$ cat config.mk
export PLATFORM = sky130hd
export DESIGN_NAME = id_alu_issue
export DESIGN_NICKNAME = d
export VERILOG_FILES = /design/src/rtl/id_alu_issue.sv
export SDC_FILE = /design/constraint.sdc
export NUM_CORES = 1
export LEC_CHECK = 0
export CORE_MARGIN = 5
export CORE_UTILIZATION = 25
export DETAILED_ROUTE_END_ITERATION = 12
export HOLD_SLACK_MARGIN = 0.1
export PLACE_DENSITY = 0.54
export SLEW_MARGIN = 30
export SYNTH_ARGS = -nofsm -noshare
export SYNTH_HDL_FRONTEND = slang
export SYNTH_SLANG_ARGS = --single-unit
$ cat constraint.sdc
create_clock -name clk_i -period 2.5 [get_ports clk_i]
set_input_delay 0.625 -clock clk_i [delete_from_list [all_inputs] [get_ports clk_i]]
set_output_delay 0.625 -clock clk_i [all_outputs]
set_load 0.01 [all_outputs]
$ cat src/rtl/id_alu_issue.sv
// RV64I decode/issue stage: decodes one instruction bundle into ALU operands and
// control, and holds it in a single registered output slot toward execute.

package cpu_consts;
   localparam int unsigned XLEN = 64;
   localparam int unsigned FW   = 4;

   localparam logic [FW-1:0] OP_ADD  = 4'd0;
   localparam logic [FW-1:0] OP_SUB  = 4'd1;
   localparam logic [FW-1:0] OP_SLL  = 4'd2;
   localparam logic [FW-1:0] OP_SRL  = 4'd3;
   localparam logic [FW-1:0] OP_SRA  = 4'd4;
   localparam logic [FW-1:0] OP_OR   = 4'd5;
   localparam logic [FW-1:0] OP_AND  = 4'd6;
   localparam logic [FW-1:0] OP_XOR  = 4'd7;
   localparam logic [FW-1:0] OP_SLTU = 4'd8;
   localparam logic [FW-1:0] OP_SLT  = 4'd9;

   localparam logic [1:0] MEM_NONE  = 2'b00;
   localparam logic [1:0] MEM_LOAD  = 2'b01;
   localparam logic [1:0] MEM_STORE = 2'b10;

   // Payload of the issue slot.
   typedef struct packed {
      logic [XLEN-1:0] opr_a;
      logic [XLEN-1:0] opr_b;
      logic [FW-1:0]   alu_func;
      logic [4:0]      rd;
      logic            rd_we;
      logic [XLEN-1:0] store_data;
      logic [1:0]      mem_op;
      logic            br;
      logic [2:0]      br_f3;
      logic            jmp;
      logic [XLEN-1:0] tgt;
      logic            illegal;
   } issue_t;
endpackage

module id_alu_issue
   import cpu_consts::*;
(
   input  logic            clk_i,
   input  logic            resetn_i,
   input  logic            in_valid_i,
   output logic            in_ready_o,
   input  logic [31:0]     instr_i,
   input  logic [XLEN-1:0] pc_i,
   input  logic [XLEN-1:0] rs1_data_i,
   input  logic [XLEN-1:0] rs2_data_i,
   input  logic            flush_i,
   output logic            out_valid_o,
   input  logic            out_ready_i,
   output logic [XLEN-1:0] opr_a_o,
   output logic [XLEN-1:0] opr_b_o,
   output logic [FW-1:0]   alu_func_o,
   output logic [4:0]      rd_o,
   output logic            rd_we_o,
   output logic [XLEN-1:0] store_data_o,
   output logic [1:0]      mem_op_o,
   output logic            br_o,
   output logic [2:0]      br_f3_o,
   output logic            jmp_o,
   output logic [XLEN-1:0] tgt_o,
   output logic            illegal_o
);

   localparam logic [6:0] OPC_OP     = 7'b0110011;
   localparam logic [6:0] OPC_OPIMM  = 7'b0010011;
   localparam logic [6:0] OPC_LUI    = 7'b0110111;
   localparam logic [6:0] OPC_AUIPC  = 7'b0010111;
   localparam logic [6:0] OPC_LOAD   = 7'b0000011;
   localparam logic [6:0] OPC_STORE  = 7'b0100011;
   localparam logic [6:0] OPC_BRANCH = 7'b1100011;
   localparam logic [6:0] OPC_JAL    = 7'b1101111;
   localparam logic [6:0] OPC_JALR   = 7'b1100111;

   localparam logic [6:0] F7_BASE = 7'b0000000;
   localparam logic [6:0] F7_ALT  = 7'b0100000;
   localparam logic [5:0] F6_BASE = 6'b000000;
   localparam logic [5:0] F6_ALT  = 6'b010000;

   logic [6:0]      opcode;
   logic [2:0]      f3;
   logic [6:0]      f7;
   logic [5:0]      f6;
   logic [4:0]      rd_fld;
   logic [XLEN-1:0] imm_i, imm_s, imm_b, imm_u, imm_j;

   logic            load_c;
   logic            ok;
   logic            wr;
   issue_t          dec;
   issue_t          issue_d, issue_q;
   logic            valid_d, valid_q;

   assign opcode = instr_i[6:0];
   assign rd_fld = instr_i[11:7];
   assign f3     = instr_i[14:12];
   assign f7     = instr_i[31:25];
   assign f6     = instr_i[31:26];

   assign imm_i = {{52{instr_i[31]}}, instr_i[31:20]};
   assign imm_s = {{52{instr_i[31]}}, instr_i[31:25], instr_i[11:7]};
   assign imm_b = {{51{instr_i[31]}}, instr_i[31], instr_i[7], instr_i[30:25],
                   instr_i[11:8], 1'b0};
   assign imm_u = {{32{instr_i[31]}}, instr_i[31:12], 12'h000};
   assign imm_j = {{43{instr_i[31]}}, instr_i[31], instr_i[19:12], instr_i[20],
                   instr_i[30:21], 1'b0};

   // funct3 -> ALU function for the non-shift, non-add/sub register ops.
   function automatic logic [FW-1:0] f3_func(input logic [2:0] f);
      logic [FW-1:0] r;
      r = OP_ADD;
      case (f)
         3'b001:  r = OP_SLL;
         3'b010:  r = OP_SLT;
         3'b011:  r = OP_SLTU;
         3'b100:  r = OP_XOR;
         3'b101:  r = OP_SRL;
         3'b110:  r = OP_OR;
         3'b111:  r = OP_AND;
         default: r = OP_ADD;
      endcase
      return r;
   endfunction

   // Instruction decode; an undecodable word collapses to the clean illegal bundle.
   always_comb begin
      dec          = '0;
      dec.alu_func = OP_ADD;
      ok           = 1'b1;
      wr           = 1'b0;
      issue_d      = '0;
      case (opcode)
         OPC_OP: begin
            dec.opr_a = rs1_data_i;
            dec.opr_b = rs2_data_i;
            wr        = 1'b1;
            case (f3)
               3'b000: begin
                  if (f7 == F7_BASE)     dec.alu_func = OP_ADD;
                  else if (f7 == F7_ALT) dec.alu_func = OP_SUB;
                  else                   ok = 1'b0;
               end
               3'b101: begin
                  if (f7 == F7_BASE)     dec.alu_func = OP_SRL;
                  else if (f7 == F7_ALT) dec.alu_func = OP_SRA;
                  else                   ok = 1'b0;
               end
               default: begin
                  dec.alu_func = f3_func(f3);
                  if (f7 != F7_BASE) ok = 1'b0;
               end
            endcase
         end
         OPC_OPIMM: begin
            dec.opr_a = rs1_data_i;
            dec.opr_b = imm_i;
            wr        = 1'b1;
            case (f3)
               3'b001: begin
                  dec.opr_b    = {58'h0, instr_i[25:20]};
                  dec.alu_func = OP_SLL;
                  if (f6 != F6_BASE) ok = 1'b0;
               end
               3'b101: begin
                  dec.opr_b = {58'h0, instr_i[25:20]};
                  if (f6 == F6_BASE)     dec.alu_func = OP_SRL;
                  else if (f6 == F6_ALT) dec.alu_func = OP_SRA;
                  else                   ok = 1'b0;
               end
               default: dec.alu_func = f3_func(f3);
            endcase
         end
         OPC_LUI: begin
            dec.opr_b = imm_u;
            wr        = 1'b1;
         end
         OPC_AUIPC: begin
            dec.opr_a = pc_i;
            dec.opr_b = imm_u;
            wr        = 1'b1;
         end
         OPC_LOAD: begin
            dec.opr_a  = rs1_data_i;
            dec.opr_b  = imm_i;
            dec.mem_op = MEM_LOAD;
            wr         = 1'b1;
            if (f3 == 3'b111) ok = 1'b0;
         end
         OPC_STORE: begin
            dec.opr_a      = rs1_data_i;
            dec.opr_b      = imm_s;
            dec.mem_op     = MEM_STORE;
            dec.store_data = rs2_data_i;
            if (f3[2]) ok = 1'b0;
         end
         OPC_BRANCH: begin
            dec.opr_a = rs1_data_i;
            dec.opr_b = rs2_data_i;
            dec.br    = 1'b1;
            dec.br_f3 = f3;
            dec.tgt   = pc_i + imm_b;
            case (f3)
               3'b000, 3'b001: dec.alu_func = OP_SUB;
               3'b100, 3'b101: dec.alu_func = OP_SLT;
               3'b110, 3'b111: dec.alu_func = OP_SLTU;
               default:        ok = 1'b0;
            endcase
         end
         OPC_JAL: begin
            dec.opr_a = pc_i;
            dec.opr_b = 64'd4;
            dec.jmp   = 1'b1;
            dec.tgt   = pc_i + imm_j;
            wr        = 1'b1;
         end
         OPC_JALR: begin
            dec.opr_a = pc_i;
            dec.opr_b = 64'd4;
            dec.jmp   = 1'b1;
            dec.tgt   = (rs1_data_i + imm_i) & ~64'h1;
            wr        = 1'b1;
            if (f3 != 3'b000) ok = 1'b0;
         end
         default: ok = 1'b0;
      endcase

      dec.rd    = wr ? rd_fld : 5'd0;
      dec.rd_we = wr && (rd_fld != 5'd0);

      if (ok) begin
         issue_d = dec;
      end else begin
         issue_d          = '0;
         issue_d.alu_func = OP_ADD;
         issue_d.illegal  = 1'b1;
      end
   end

   assign in_ready_o = !valid_q || out_ready_i;
   assign load_c     = in_valid_i && in_ready_o && !flush_i;

   // Slot control: flush beats load, load beats consume.
   always_comb begin
      valid_d = valid_q;
      if (flush_i)                        valid_d = 1'b0;
      else if (load_c)                    valid_d = 1'b1;
      else if (valid_q && out_ready_i)    valid_d = 1'b0;
   end

   always_ff @(posedge clk_i or negedge resetn_i) begin
      if (!resetn_i) begin
         valid_q          <= 1'b0;
         issue_q          <= '0;
         issue_q.alu_func <= OP_ADD;
      end else begin
         valid_q <= valid_d;
         if (load_c) issue_q <= issue_d;
      end
   end

   assign out_valid_o  = valid_q;
   assign opr_a_o      = issue_q.opr_a;
   assign opr_b_o      = issue_q.opr_b;
   assign alu_func_o   = issue_q.alu_func;
   assign rd_o         = issue_q.rd;
   assign rd_we_o      = issue_q.rd_we;
   assign store_data_o = issue_q.store_data;
   assign mem_op_o     = issue_q.mem_op;
   assign br_o         = issue_q.br;
   assign br_f3_o      = issue_q.br_f3;
   assign jmp_o        = issue_q.jmp;
   assign tgt_o        = issue_q.tgt;
   assign illegal_o    = issue_q.illegal;

endmodule

==> results.yml <==
grt:
  grt_pass1_vias: 23231
  track_usage_pct: 22.5
  antenna_found_initial: 5
  grt_pass1_wl_mm: 150
  grt_max_degree: 153
  gr-total-overflow: 0
synthesis:
  yosysTopAreaCell: "dfrtp_1"
  synth_flop_cell: "dfrtp_1"
  netlist_area_um2: 19900
  synth.distinct_cells: 102
  yosysWarnings: 0
  syn_inst: 2246
  synth_area_leaders: "dfrtp_1 (35%), ha_1 (8.1%), nand2_1 (5.3%)"
  ys_seq_area_share_pct: 34.7
  avgSynthCellArea_um2: 8.84
  ys_seq_elements: 275
  synth_top_area_share_pct: 34.7
  syn_nets: 2606
  ys_async_sr_fraction_pct: 100
  synth_edf_count: 0
drt:
  drt-met1-wl_mm: 45.2
  routedWlPerCell_um: 23.5
  drc: 0
  postRouteAntennaNets: 0
  wl_met3_mm: 5.39
  dr_wl_met2_mm: 49.9
  finalWirelength_mm: 103
  via_per_inst: 5.22
  drtIter0Drc: 1451
  drt_pre_antenna_iters: 5
  vias: 22999
  top_layer_used: "met4"
die:
  die_h_um: 292
  start_util_pct: 25.2
  core_area_um2: 78900
  die_area_um2: 85200
  rows: 103
  die_w_um: 292
  io_pins: 505
clock_network:
  h-tree-depth: 2
  insertion_delay_ns: 0.55
  clkSinkCount: 275
  cts_tree: "built"
  clockBufferDepth: 3
  clk_pin_slew_ns: 0.06
  cts-root-buf: "clkbuf_16"
  cts_made_buffers: 38
power:
  finalPower_w: 0.0152
  leakagePower_nw: 15.0
  ir_drop_uv: 342
  powerDensity_nw_per_um2: 440
setup_path:
  required_ns: 2.95
  cp_cell_sequence: "buf_6 > nor2b_4 > nand4_4 > nor2_4 > mux2_4 > ha_4 > fa_2 > a21o_1 > a221oi_4 > o311ai_4 > buf_4 > a21oi_4 > a21boi_4 > buf_6 > a21oi_4 > o31ai_2 > xor2_1 > a221o_1"
  cp-end-kind: "flop"
  start_kind: "input pin"
  cpMaxStageDelayCell: "mux2_4"
  path_max_fanout: 5
  worstSetupPathType: "input pin to flop"
  reg2reg_from: "out_valid_o$_DFFE_PN0P_"
  cp.arrival_ns: 4.14
  startpoint: "instr_i[5]"
  r2r_cells: 7
  regToRegSetupSlack_ns: 0.51
  cpPeakStageDelay_ns: 0.34
timing:
  max_freq_ghz: 0.271
  timing.final.crit_period_ns: 3.70
  finalWorstSetupSlack_ns: -1.20
  grt_setup_unrepaired: "true"
  worstMarginPinSlew_ns: 0.732
  finalSetupViolCount: 187
  hold_violations: 0
  finalCritPeriodShare_pct: 148
  max-slew-margin-rel_pct: 51.2
  setup_tns_ns: -77.87
  slew_violations: 0
  skew_ns: 0.0165
final_layout:
  final_area_um2: 34500
  drive_gt1_share_pct: 30.3
  layout.nets: 3692
  layout_common_cells: "buf_4 (618), clkdlybuf4s50_1 (478), nand2_1 (275), dfrtp_1 (275), a21oi_1 (183)"
  layout_commonest_cell: "buf_4"
  synthToLayoutAreaGrowth_pct: 73.8
place:
  post-place-ws_ns: -2.58
  place.gp.congestion: 0.923
  placed_cell_area_um2: 30900
  dp_hpwl_mm: 79.6
  numPortBuffers: 504
min_path:
  hold_class: "flop to flop"
  hold_start: "opr_b_o[36]$_DFFE_PN0P_"
  min_path_cells: 2
status:
  violations: "setup timing"
  outcome: "finished, violations left"
flow_run:
  maxCapViolations: 0
-- per-stage QoR --
stage | cells | hold slack (ns) | util, %
6_report | 4408 | 0.473 | 43.8
5_1_grt | 4407 | 0.495 | 43.8
4_1_cts | 4379 | 0.478 | 42.3
3_5_place_dp | 4276 | 0.466 | 39.2
3_3_place_gp | 4276 | 0.457 | 39.2
2_1_floorplan | 2246 | 0.329 | -
-- state kept, by name, summed over array words and instances, names as in the netlist, 2 cells and up --
| signal | count |
|---|---|
| alu_func_o | 4 |
| br_f3_o | 3 |
| mem_op_o | 2 |
| opr_a_o | 64 |
| opr_b_o | 64 |
| rd_o | 5 |
| store_data_o | 64 |
| tgt_o | 64 |
-- worst paths after layout --
kind	endpoint
setup / recovery	tgt_o[53]$_DFFE_PN0P_
hold / removal	opr_b_o[36]$_DFFE_PN0P_
setup reg to reg	opr_a_o[48]$_DFFE_PN0P_
hold reg to reg	opr_b_o[36]$_DFFE_PN0P_
max in group asynchronous	opr_a_o[28]$_DFFE_PN0P_
min in group asynchronous	store_data_o[43]$_DFFE_PN0P_
-- kinds of logic after synthesis --
kind of cell	Yosys count	synth area share (%)
fa+ha+maj	131	8.33
simple gates	555	13.1
mux	15	0.794
xor+xnor	109	4.81
compound gates	952	34.2
flops	275	34.7
buf+inv	209	4.21
-- synthesized netlist by cell type, types with 16 or more instances --
master	n
nand2_1	281
dfrtp_1	275
a21oi_1	201
clkbuf_1	139
o31ai_1	137
ha_1	129
a22o_1	103
o21ai_0	99
nor2_1	85
a22oi_1	84
a21o_1	72
xnor2_1	60
xor2_1	49
inv_1	45
nand4_1	37
o22ai_1	35
o21bai_1	32
a221oi_1	30
nand3_1	29
nor3_1	22
a31oi_1	19
nor2b_1	18
o21ai_1	17
o21a_1	16
-- worst max-delay path, delay by kind of cell --
kind / cells / cell delay (ns)
compound gates: 8 / 1.54
xor+xnor: 1 / 0.16
fa+ha+maj: 2 / 0.50
buf+inv: 3 / 0.39
mux: 1 / 0.34
simple gates: 3 / 0.57
-- power breakdown --
group	switching (W)	internal [W]	total [W]	leakage, nW
sequential	0.0000152	0.00448	0.00450	3.83
clock	0.00220	0.00340	0.00560	0.617
combinational	0.00261	0.00249	0.00510	10.6
total	0.00483	0.0104	0.0152	15.0
-- metal layers --
metal	vias to the layer above	track usage (%)
met3	139	3.55
met5	-	0
met2	739	39.0
met4	0	5.62
met1	11408	29.6
li1	10713	-
-- timing repair --
item / 4_1_cts / 5_1_grt
gates resized for setup: 194 / 166
pin swaps: 102 / 108
hold buffers: 1 / 0
setup buffers: 37 / 27
gates cloned: 5 / 7
setup endpoints to repair: 266 / 259
endpoints found under the hold margin: 44 / 0
-- area by class of cell --
class	instances	area (um^2)
Antenna cell	2	5.00
Inverter	45	169
Multi-Input combinational cell	1763	13700
Fill cell	7570	44400
Sequential cell	275	6880
Timing Repair Buffer	1209	11200
Clock buffer	56	1120
Tap cell	1050	1310
Clock inverter	8	138
No activity file was read; power rests on OpenSTA's default activity.
